===== config.mk =====
export PLATFORM = sky130hd
export DESIGN_NAME = tmds_channel_decoder
export DESIGN_NICKNAME = d
export VERILOG_FILES = /design/src/rtl/tmds_pkg.sv /design/src/rtl/tmds_symbol_classify.sv /design/src/rtl/tmds_channel_decoder.sv
export SDC_FILE = /design/constraint.sdc
export NUM_CORES = 1
export LEC_CHECK = 0
export CAP_MARGIN = 20
export CORE_ASPECT_RATIO = 0.9
export CORE_MARGIN = 8
export CORE_UTILIZATION = 52
export CTS_BUF_LIST = sky130_fd_sc_hd__clkbuf_8
export CTS_CLUSTER_SIZE = 16
export DETAILED_ROUTE_END_ITERATION = 10
export PLACE_DENSITY_LB_ADDON = 0.2
export SLEW_MARGIN = 20
export SYNTH_ARGS = -nofsm -noshare
export SYNTH_HDL_FRONTEND = slang
export SYNTH_SLANG_ARGS = --single-unit

===== constraint.sdc =====
create_clock -name clk_pixel -period 1.7 [get_ports clk_pixel]
set_input_delay 0.34 -clock clk_pixel [delete_from_list [all_inputs] [get_ports clk_pixel]]
set_output_delay 0.34 -clock clk_pixel [all_outputs]
set_load 0.05 [all_outputs]

===== src/rtl/tmds_pkg.sv =====
// Shared TMDS symbol tables, alignment state encoding and the video-period decode helper.
// The transmit-side encoder pulls the same tables from here.
package tmds_pkg;

    localparam int unsigned SYM_W   = 10;
    localparam int unsigned BYTE_W  = 8;
    localparam int unsigned CTRL_W  = 2;
    localparam int unsigned TERC4_W = 4;
    localparam int unsigned OFS_W   = 4;

    // Entry index is the {C1,C0} value carried by the token (bit9..bit0 shown).
    localparam logic [SYM_W-1:0] CTRL_TOKEN [4] = '{
        10'b1101010100,
        10'b0010101011,
        10'b0101010100,
        10'b1010101011
    };

    // Entry index is the TERC4 nibble carried by the code.
    localparam logic [SYM_W-1:0] TERC4_CODE [16] = '{
        10'b1010011100, 10'b1001100011, 10'b1011100100, 10'b1011100010,
        10'b0101110001, 10'b0100011110, 10'b0110001110, 10'b0100111100,
        10'b1011001100, 10'b0100111001, 10'b0110011100, 10'b1011000110,
        10'b1010001110, 10'b1001110001, 10'b0101100011, 10'b1011000011
    };

    typedef enum logic [1:0] {
        SEARCH = 2'd0,
        VERIFY = 2'd1,
        LOCKED = 2'd2
    } align_state_t;

    typedef struct packed {
        logic [SYM_W-1:0]   symbol;
        logic [BYTE_W-1:0]  data;
        logic [CTRL_W-1:0]  ctrl;
        logic [TERC4_W-1:0] terc4;
        logic               is_ctrl;
        logic               is_terc4;
    } tmds_sym_t;

    // Undo the conditional inversion, then the XOR/XNOR transition chain.
    function automatic logic [BYTE_W-1:0] tmds_decode_video(input logic [SYM_W-1:0] q);
        logic [BYTE_W-1:0] b;
        logic [BYTE_W-1:0] d;
        b    = q[9] ? ~q[7:0] : q[7:0];
        d    = '0;
        d[0] = b[0];
        for (int i = 1; i < 8; i++) begin
            d[i] = q[8] ? (b[i] ^ b[i-1]) : ~(b[i] ^ b[i-1]);
        end
        return d;
    endfunction

endpackage


===== src/rtl/tmds_symbol_classify.sv =====
// Combinational classification of one aligned 10-bit TMDS symbol into its
// control, TERC4 and video interpretations; all three are produced in parallel.
module tmds_symbol_classify
    import tmds_pkg::*;
(
    input  logic [SYM_W-1:0]   symbol,
    output logic [BYTE_W-1:0]  data_c,
    output logic [CTRL_W-1:0]  ctrl_c,
    output logic [TERC4_W-1:0] terc4_c,
    output logic               is_ctrl_c,
    output logic               is_terc4_c
);

    assign data_c = tmds_decode_video(symbol);

    // Tables are disjoint within themselves, so at most one entry of each matches.
    always_comb begin
        is_ctrl_c  = 1'b0;
        ctrl_c     = '0;
        is_terc4_c = 1'b0;
        terc4_c    = '0;
        for (int i = 0; i < 4; i++) begin
            if (symbol == CTRL_TOKEN[i]) begin
                is_ctrl_c = 1'b1;
                ctrl_c    = CTRL_W'(i);
            end
        end
        for (int i = 0; i < 16; i++) begin
            if (symbol == TERC4_CODE[i]) begin
                is_terc4_c = 1'b1;
                terc4_c    = TERC4_W'(i);
            end
        end
    end

endmodule


===== src/rtl/tmds_channel_decoder.sv =====
// Per-channel TMDS receiver: finds the symbol boundary in the deserialized stream
// by hunting for control-token runs, then registers the aligned symbol and its decodes.
module tmds_channel_decoder
    import tmds_pkg::*;
#(
    parameter int unsigned CTRL_RUN     = 8,
    parameter int unsigned LOCK_TIMEOUT = 2048
) (
    input  logic               clk_pixel,
    input  logic               reset,
    input  logic [SYM_W-1:0]   tmds_raw,
    output logic [SYM_W-1:0]   symbol,
    output logic [BYTE_W-1:0]  data,
    output logic [CTRL_W-1:0]  ctrl,
    output logic [TERC4_W-1:0] terc4,
    output logic               is_ctrl,
    output logic               is_terc4,
    output logic               locked,
    output logic [OFS_W-1:0]   offset
);

    localparam int unsigned RUN_W = $clog2(CTRL_RUN + 1);
    localparam int unsigned TMO_W = $clog2(LOCK_TIMEOUT + 1);

    localparam logic [OFS_W-1:0] OFS_LAST  = OFS_W'(SYM_W - 1);
    localparam logic [1:0]       ST_SEARCH = 2'(SEARCH);
    localparam logic [1:0]       ST_VERIFY = 2'(VERIFY);
    localparam logic [1:0]       ST_LOCKED = 2'(LOCKED);

    logic [SYM_W-1:0]   raw_q;
    logic [SYM_W-1:0]   aligned_q;
    logic [2*SYM_W-1:0] window_c;

    logic [BYTE_W-1:0]  data_c;
    logic [CTRL_W-1:0]  ctrl_c;
    logic [TERC4_W-1:0] terc4_c;
    logic               is_ctrl_c;
    logic               is_terc4_c;
    tmds_sym_t          dec_c;
    tmds_sym_t          dec_q;

    logic [1:0]       state_q,  state_d;
    logic [OFS_W-1:0] offset_q, offset_d;
    logic [OFS_W-1:0] offset_inc_c;
    logic [RUN_W-1:0] run_q,    run_d;
    logic [TMO_W-1:0] tmo_q,    tmo_d;
    logic             settle_q, settle_d;
    logic             locked_q, locked_d;

    assign window_c = {tmds_raw, raw_q};

    tmds_symbol_classify u_classify (
        .symbol     (aligned_q),
        .data_c     (data_c),
        .ctrl_c     (ctrl_c),
        .terc4_c    (terc4_c),
        .is_ctrl_c  (is_ctrl_c),
        .is_terc4_c (is_terc4_c)
    );

    always_comb begin
        dec_c          = '0;
        dec_c.symbol   = aligned_q;
        dec_c.data     = data_c;
        dec_c.ctrl     = ctrl_c;
        dec_c.terc4    = terc4_c;
        dec_c.is_ctrl  = is_ctrl_c;
        dec_c.is_terc4 = is_terc4_c;
    end

    // Boundary pipeline and decode register; these run regardless of lock.
    always_ff @(posedge clk_pixel) begin
        if (reset) begin
            raw_q     <= '0;
            aligned_q <= '0;
            dec_q     <= '0;
        end else begin
            raw_q     <= tmds_raw;
            aligned_q <= SYM_W'(window_c >> offset_q);
            dec_q     <= dec_c;
        end
    end

    assign offset_inc_c = (offset_q == OFS_LAST) ? '0 : OFS_W'(offset_q + OFS_W'(1));

    // aligned_q lags offset by one edge, so the word after a slip is skipped (settle).
    always_comb begin
        state_d  = state_q;
        offset_d = offset_q;
        run_d    = run_q;
        tmo_d    = tmo_q;
        settle_d = 1'b0;
        locked_d = locked_q;
        if (!settle_q) begin
            case (state_q)
                ST_SEARCH: begin
                    if (is_ctrl_c) begin
                        state_d = ST_VERIFY;
                        run_d   = RUN_W'(1);
                    end else begin
                        offset_d = offset_inc_c;
                        settle_d = 1'b1;
                    end
                end
                ST_VERIFY: begin
                    if (is_ctrl_c) begin
                        if (run_q == RUN_W'(CTRL_RUN - 1)) begin
                            state_d  = ST_LOCKED;
                            locked_d = 1'b1;
                            run_d    = '0;
                            tmo_d    = '0;
                        end else begin
                            run_d = RUN_W'(run_q + RUN_W'(1));
                        end
                    end else begin
                        state_d  = ST_SEARCH;
                        run_d    = '0;
                        offset_d = offset_inc_c;
                        settle_d = 1'b1;
                    end
                end
                ST_LOCKED: begin
                    if (is_ctrl_c) begin
                        tmo_d = '0;
                    end else if (tmo_q == TMO_W'(LOCK_TIMEOUT - 1)) begin
                        state_d  = ST_SEARCH;
                        locked_d = 1'b0;
                        tmo_d    = '0;
                    end else begin
                        tmo_d = TMO_W'(tmo_q + TMO_W'(1));
                    end
                end
                default: begin
                    state_d  = ST_SEARCH;
                    run_d    = '0;
                    tmo_d    = '0;
                    locked_d = 1'b0;
                end
            endcase
        end
    end

    always_ff @(posedge clk_pixel) begin
        if (reset) begin
            state_q  <= ST_SEARCH;
            offset_q <= '0;
            run_q    <= '0;
            tmo_q    <= '0;
            settle_q <= 1'b0;
            locked_q <= 1'b0;
        end else begin
            state_q  <= state_d;
            offset_q <= offset_d;
            run_q    <= run_d;
            tmo_q    <= tmo_d;
            settle_q <= settle_d;
            locked_q <= locked_d;
        end
    end

    assign symbol   = dec_q.symbol;
    assign data     = dec_q.data;
    assign ctrl     = dec_q.ctrl;
    assign terc4    = dec_q.terc4;
    assign is_ctrl  = dec_q.is_ctrl;
    assign is_terc4 = dec_q.is_terc4;
    assign locked   = locked_q;
    assign offset   = offset_q;

endmodule


==> results.md <==
* Type of element capturing the critical path: flop
* First-pass GRT wire length at 16.4 mm
* Worst reg2reg path startpoint: aligned_q[4]$_SDFF_PP0_
* Syn. warnings at 0
* Clock sinks at 70
* IR Drop Worst-Case VDD at 0.000551 V
* Core area at 6930 sq um
* Largest fanout on the critical path at 9
* Height of the chip at approximately 96 microns
* CTS HTree Levels at 3
* Number of antenna violations at the first check in global routing at 0
* Required time of the critical path at 1.98 ns
* Final estimated routing congestion in global placement at 0.919
* Floorplan die area at between 10000 and 15000 sq um
* Setup repair after global routing missed its margin: true
* Critical path class: flop to flop
* Multiplexer share of the synthesized area at a little over a tenth
* Pwr per Cell Area at 864 nW/um^2
* Worst slew margin at between 60% and 70%
* Number of storage elements in the synthesis netlist at 70
* Syn_nets at about 440
* Post-DR vias/cell at 5.47
* Maximum number of pins on one net before global-route repair at 23
* Number of input and output port buffers inserted at 42
* Final HPWL from detailed placement at between 6 and 7 mm
* Number of pins exceeding their max-slew limit in the final report at 0
* Total via count after detailed routing at 3563
* Antenna viol nets, final at 0
* Post-synth top area cell: sky130_fd_sc_hd__dfxtp_1
* Routed length per placed instance at 15.3 microns
* Initial cell density of the core at 53.0%
* GRT overflow at 0
* Total length of routed wires at 9.93 mm
* Setup slack of the critical path after layout at -0.137 ns
* Minimum clock period at 1.84 ns
* Hold violation total from the final report at 0
* Primary FF master, synth: sky130_fd_sc_hd__dfxtp_1
* Die width at ~100 microns
* Worst Max-Slew Pin Slew at 0.465 ns
* Clock network latency to the later pin of the worst-skew pair at about 0.35 ns
* Buffer cell driving the clock tree root: sky130_fd_sc_hd__clkbuf_8
* Adder-Cell Fraction of Synth Area at less than 1%
* Sort of element at the start of the critical path: flop
* TritonCTS clock tree: built
* Net count reported at finish at ~570
* Standby leakage power at 2.13 nW
* CTS Buffer Depth at 2
* Synthesized-area fraction occupied by and/or/nand/nor cells at 25.7%
* Via count of the first global-routing pass at ~3500
* Post-synthesis area per instance at around 8.6 sq um
* Share of the yosys chip area belonging to registers at 38.1%
* Cell area after technology mapping at 3670 sq um
* Number of antenna diodes at 0
* I/O Pins at 43
* Total Negative Setup Slacks at -1.11 ns
* Startpoint of the tightest hold check path: reset
* Number of synthesized flops with an enable pin at 0
* Synthesis-to-finish area growth at 43.8%
* Residual DRC count at 0
* Number of instances in the synthesized netlist at 427
* Finish-stage setup viols at 12
* Result of the run: complete, but fails checks
* Compound-Gate Fraction of Synth Area at 14.4%
* Ratio of cells with drive above 1 in the final layout at 39.6%
* Xor-xnor portion of the synthesized cell area at 4.77%
* Data arrival, critical path at 2.12 ns
* Total iterations of the first detailed-routing run at 5
* Worst clock skew at approximately 0.007 ns
* Fraction of post-synthesis cell area in the top cell type by area at a little under two fifths
* Post-route fraction of the period consumed by the critical path at 108%
* Leading cell types in the layout, fill and taps excluded: sky130_fd_sc_hd__buf_4, sky130_fd_sc_hd__nor2_1, sky130_fd_sc_hd__dfxtp_1, sky130_fd_sc_hd__a21oi_1, sky130_fd_sc_hd__nor2b_1
* Global-route usage over all layers at 19.8%
* Class of the tightest hold or removal check: input port to flop
* DR iter-0 viols at about 170
* Highest Clock Rate at 544 MHz
* Count of max-cap constraint violations at 0
* Standard-cell row count at 29
* Number of hold buffers added after CTS at 0
* Dominant combinational cell family by area after synthesis: simple AND/OR/NAND/NOR gates
* Clock slew at the register clock pins of the worst setup and hold paths at 0.08 ns
* FFs w/ async S/R, synth at 0%
* Number of buffers inserted during clock tree synthesis at 9
* Cells taking the most area after synthesis: sky130_fd_sc_hd__dfxtp_1, sky130_fd_sc_hd__mux2i_1, sky130_fd_sc_hd__nor2_1, sky130_fd_sc_hd__a21oi_1, sky130_fd_sc_hd__nor2b_1
* Failing checks: negative setup slack
* Most frequent standard cell in the layout excluding fill and tap cells: sky130_fd_sc_hd__buf_4
* Layout Utilization at between 70% and 80%
* Library cells used by synthesis at 50
* Worst Setup SP: aligned_q[4]$_SDFF_PP0_
## synthesized netlist by cell type (2+ instances only)
cell type and n:
sky130_fd_sc_hd__buf_4 6, sky130_fd_sc_hd__mux2i_1 29, sky130_fd_sc_hd__o31ai_1 4, sky130_fd_sc_hd__and4_1 2, sky130_fd_sc_hd__nand4_1 9, sky130_fd_sc_hd__nor2b_1 26, sky130_fd_sc_hd__a31oi_1 2, sky130_fd_sc_hd__a21oi_1 35
sky130_fd_sc_hd__buf_2 8, sky130_fd_sc_hd__or3_1 3, sky130_fd_sc_hd__a211oi_1 16, sky130_fd_sc_hd__o211ai_1 3, sky130_fd_sc_hd__and2_1 4, sky130_fd_sc_hd__nand2b_1 9, sky130_fd_sc_hd__o21ai_0 11, sky130_fd_sc_hd__xor2_1 4
sky130_fd_sc_hd__ha_1 2, sky130_fd_sc_hd__inv_1 9, sky130_fd_sc_hd__o32ai_1 2, sky130_fd_sc_hd__nand3b_1 4, sky130_fd_sc_hd__nor2_1 57, sky130_fd_sc_hd__dfxtp_1 70, sky130_fd_sc_hd__nor3b_4 2, sky130_fd_sc_hd__clkbuf_1 16
sky130_fd_sc_hd__nand2_1 27, sky130_fd_sc_hd__xnor2_1 16, sky130_fd_sc_hd__nor4_1 5, sky130_fd_sc_hd__nand3_1 9, sky130_fd_sc_hd__nor3_1 6, sky130_fd_sc_hd__or4_1 4, sky130_fd_sc_hd__a311oi_1 3, sky130_fd_sc_hd__mux2_2 4
sky130_fd_sc_hd__mux4_2 3
## through the flow
stage | instances | area (sq um) | hold slack, ns | worst slack, ns | power (mW)
after global routing | 651 | 5280 | 0.367 | -0.206 | 4.78
after CTS | 643 | 5050 | 0.326 | -0.108 | 4.49
after detailed placement | 614 | 4680 | 0.483 | -0.296 | 3.12
after global placement | 614 | 4680 | 0.468 | -0.281 | 3.11
final | 651 | 5280 | 0.336 | -0.137 | 4.56
after floorplan | 427 | 3730 | 0.456 | -0.0894 | 2.69
## routing by layer
metal  track usage [%]  up-vias  wire length, microns
li1                  -     1766                     -
met3              5.09       12                   496
met1              23.8     1686                  4460
met4              6.17        0                   161
met2              34.5       99                  4810
met5                 0        -                     0
## state kept, by name, summed over array words and instances, names as in the netlist
signal,flops
tmo_q,12
aligned_q,10
raw_q,10
symbol,10
data,8
offset,4
run_q,4
terc4,4
ctrl,2
state_q,2
is_ctrl,1
is_terc4,1
locked,1
settle_q,1
## power breakdown
part / switching (mW) / internal [mW] / total (mW)
Combinational: 0.753 / 0.641 / 1.39
Clock: 0.657 / 0.681 / 1.34
Sequential: 0.0776 / 1.75 / 1.83
## final timing paths
path	cells past startpoint	endpoint	slack, ns
max reg2reg	6	tmo_q[9]$_SDFFE_PP0P_	-0.14
max	6	tmo_q[9]$_SDFFE_PP0P_	-0.14
min	2	locked$_SDFFE_PP0P_	0.34
min reg2reg	2	tmo_q[9]$_SDFFE_PP0P_	0.51
## logic make-up (layout without fill, tap and decap cells)
logic type | count (synthesis) | after routing
adders and majority gates | 2 | 2
buffers and inverters | 41 | 172
AOI/OAI and AO/OA | 83 | 83
xor gates and xnor gates | 20 | 20
and+or+nand+nor | 175 | 175
muxes | 36 | 36
DFF | 70 | 70
## worst max-delay path, stage by stage, from the launching register on
cell                       delay (ns)
sky130_fd_sc_hd__dfxtp_2         0.33
sky130_fd_sc_hd__and4bb_2        0.33
sky130_fd_sc_hd__nand4_4         0.15
sky130_fd_sc_hd__a21oi_4         0.20
sky130_fd_sc_hd__o21ai_4         0.11
sky130_fd_sc_hd__or4_1           0.52
sky130_fd_sc_hd__a21oi_1         0.13
## cell type report
| class | count | area [sq um] |
|---|---|---|
| Multi-Input combinational cell | 316 | 2290 |
| Fill cell | 496 | 1650 |
| Sequential cell | 70 | 1430 |
| Timing Repair Buffer | 146 | 1210 |
| Clock buffer | 9 | 124 |
| Tap cell | 93 | 116 |
| Clock inverter | 7 | 75.1 |
| Inverter | 10 | 37.5 |
## what timing repair did
item	4_1_cts	5_1_grt
buffers inserted	12	8
hold endpoints to repair	0	0
gates resized for setup	28	45
pin swaps	2	10
endpoints found under the setup margin	23	33
gates cloned	1	0
Note: power is estimated with default switching activity, not from simulation.
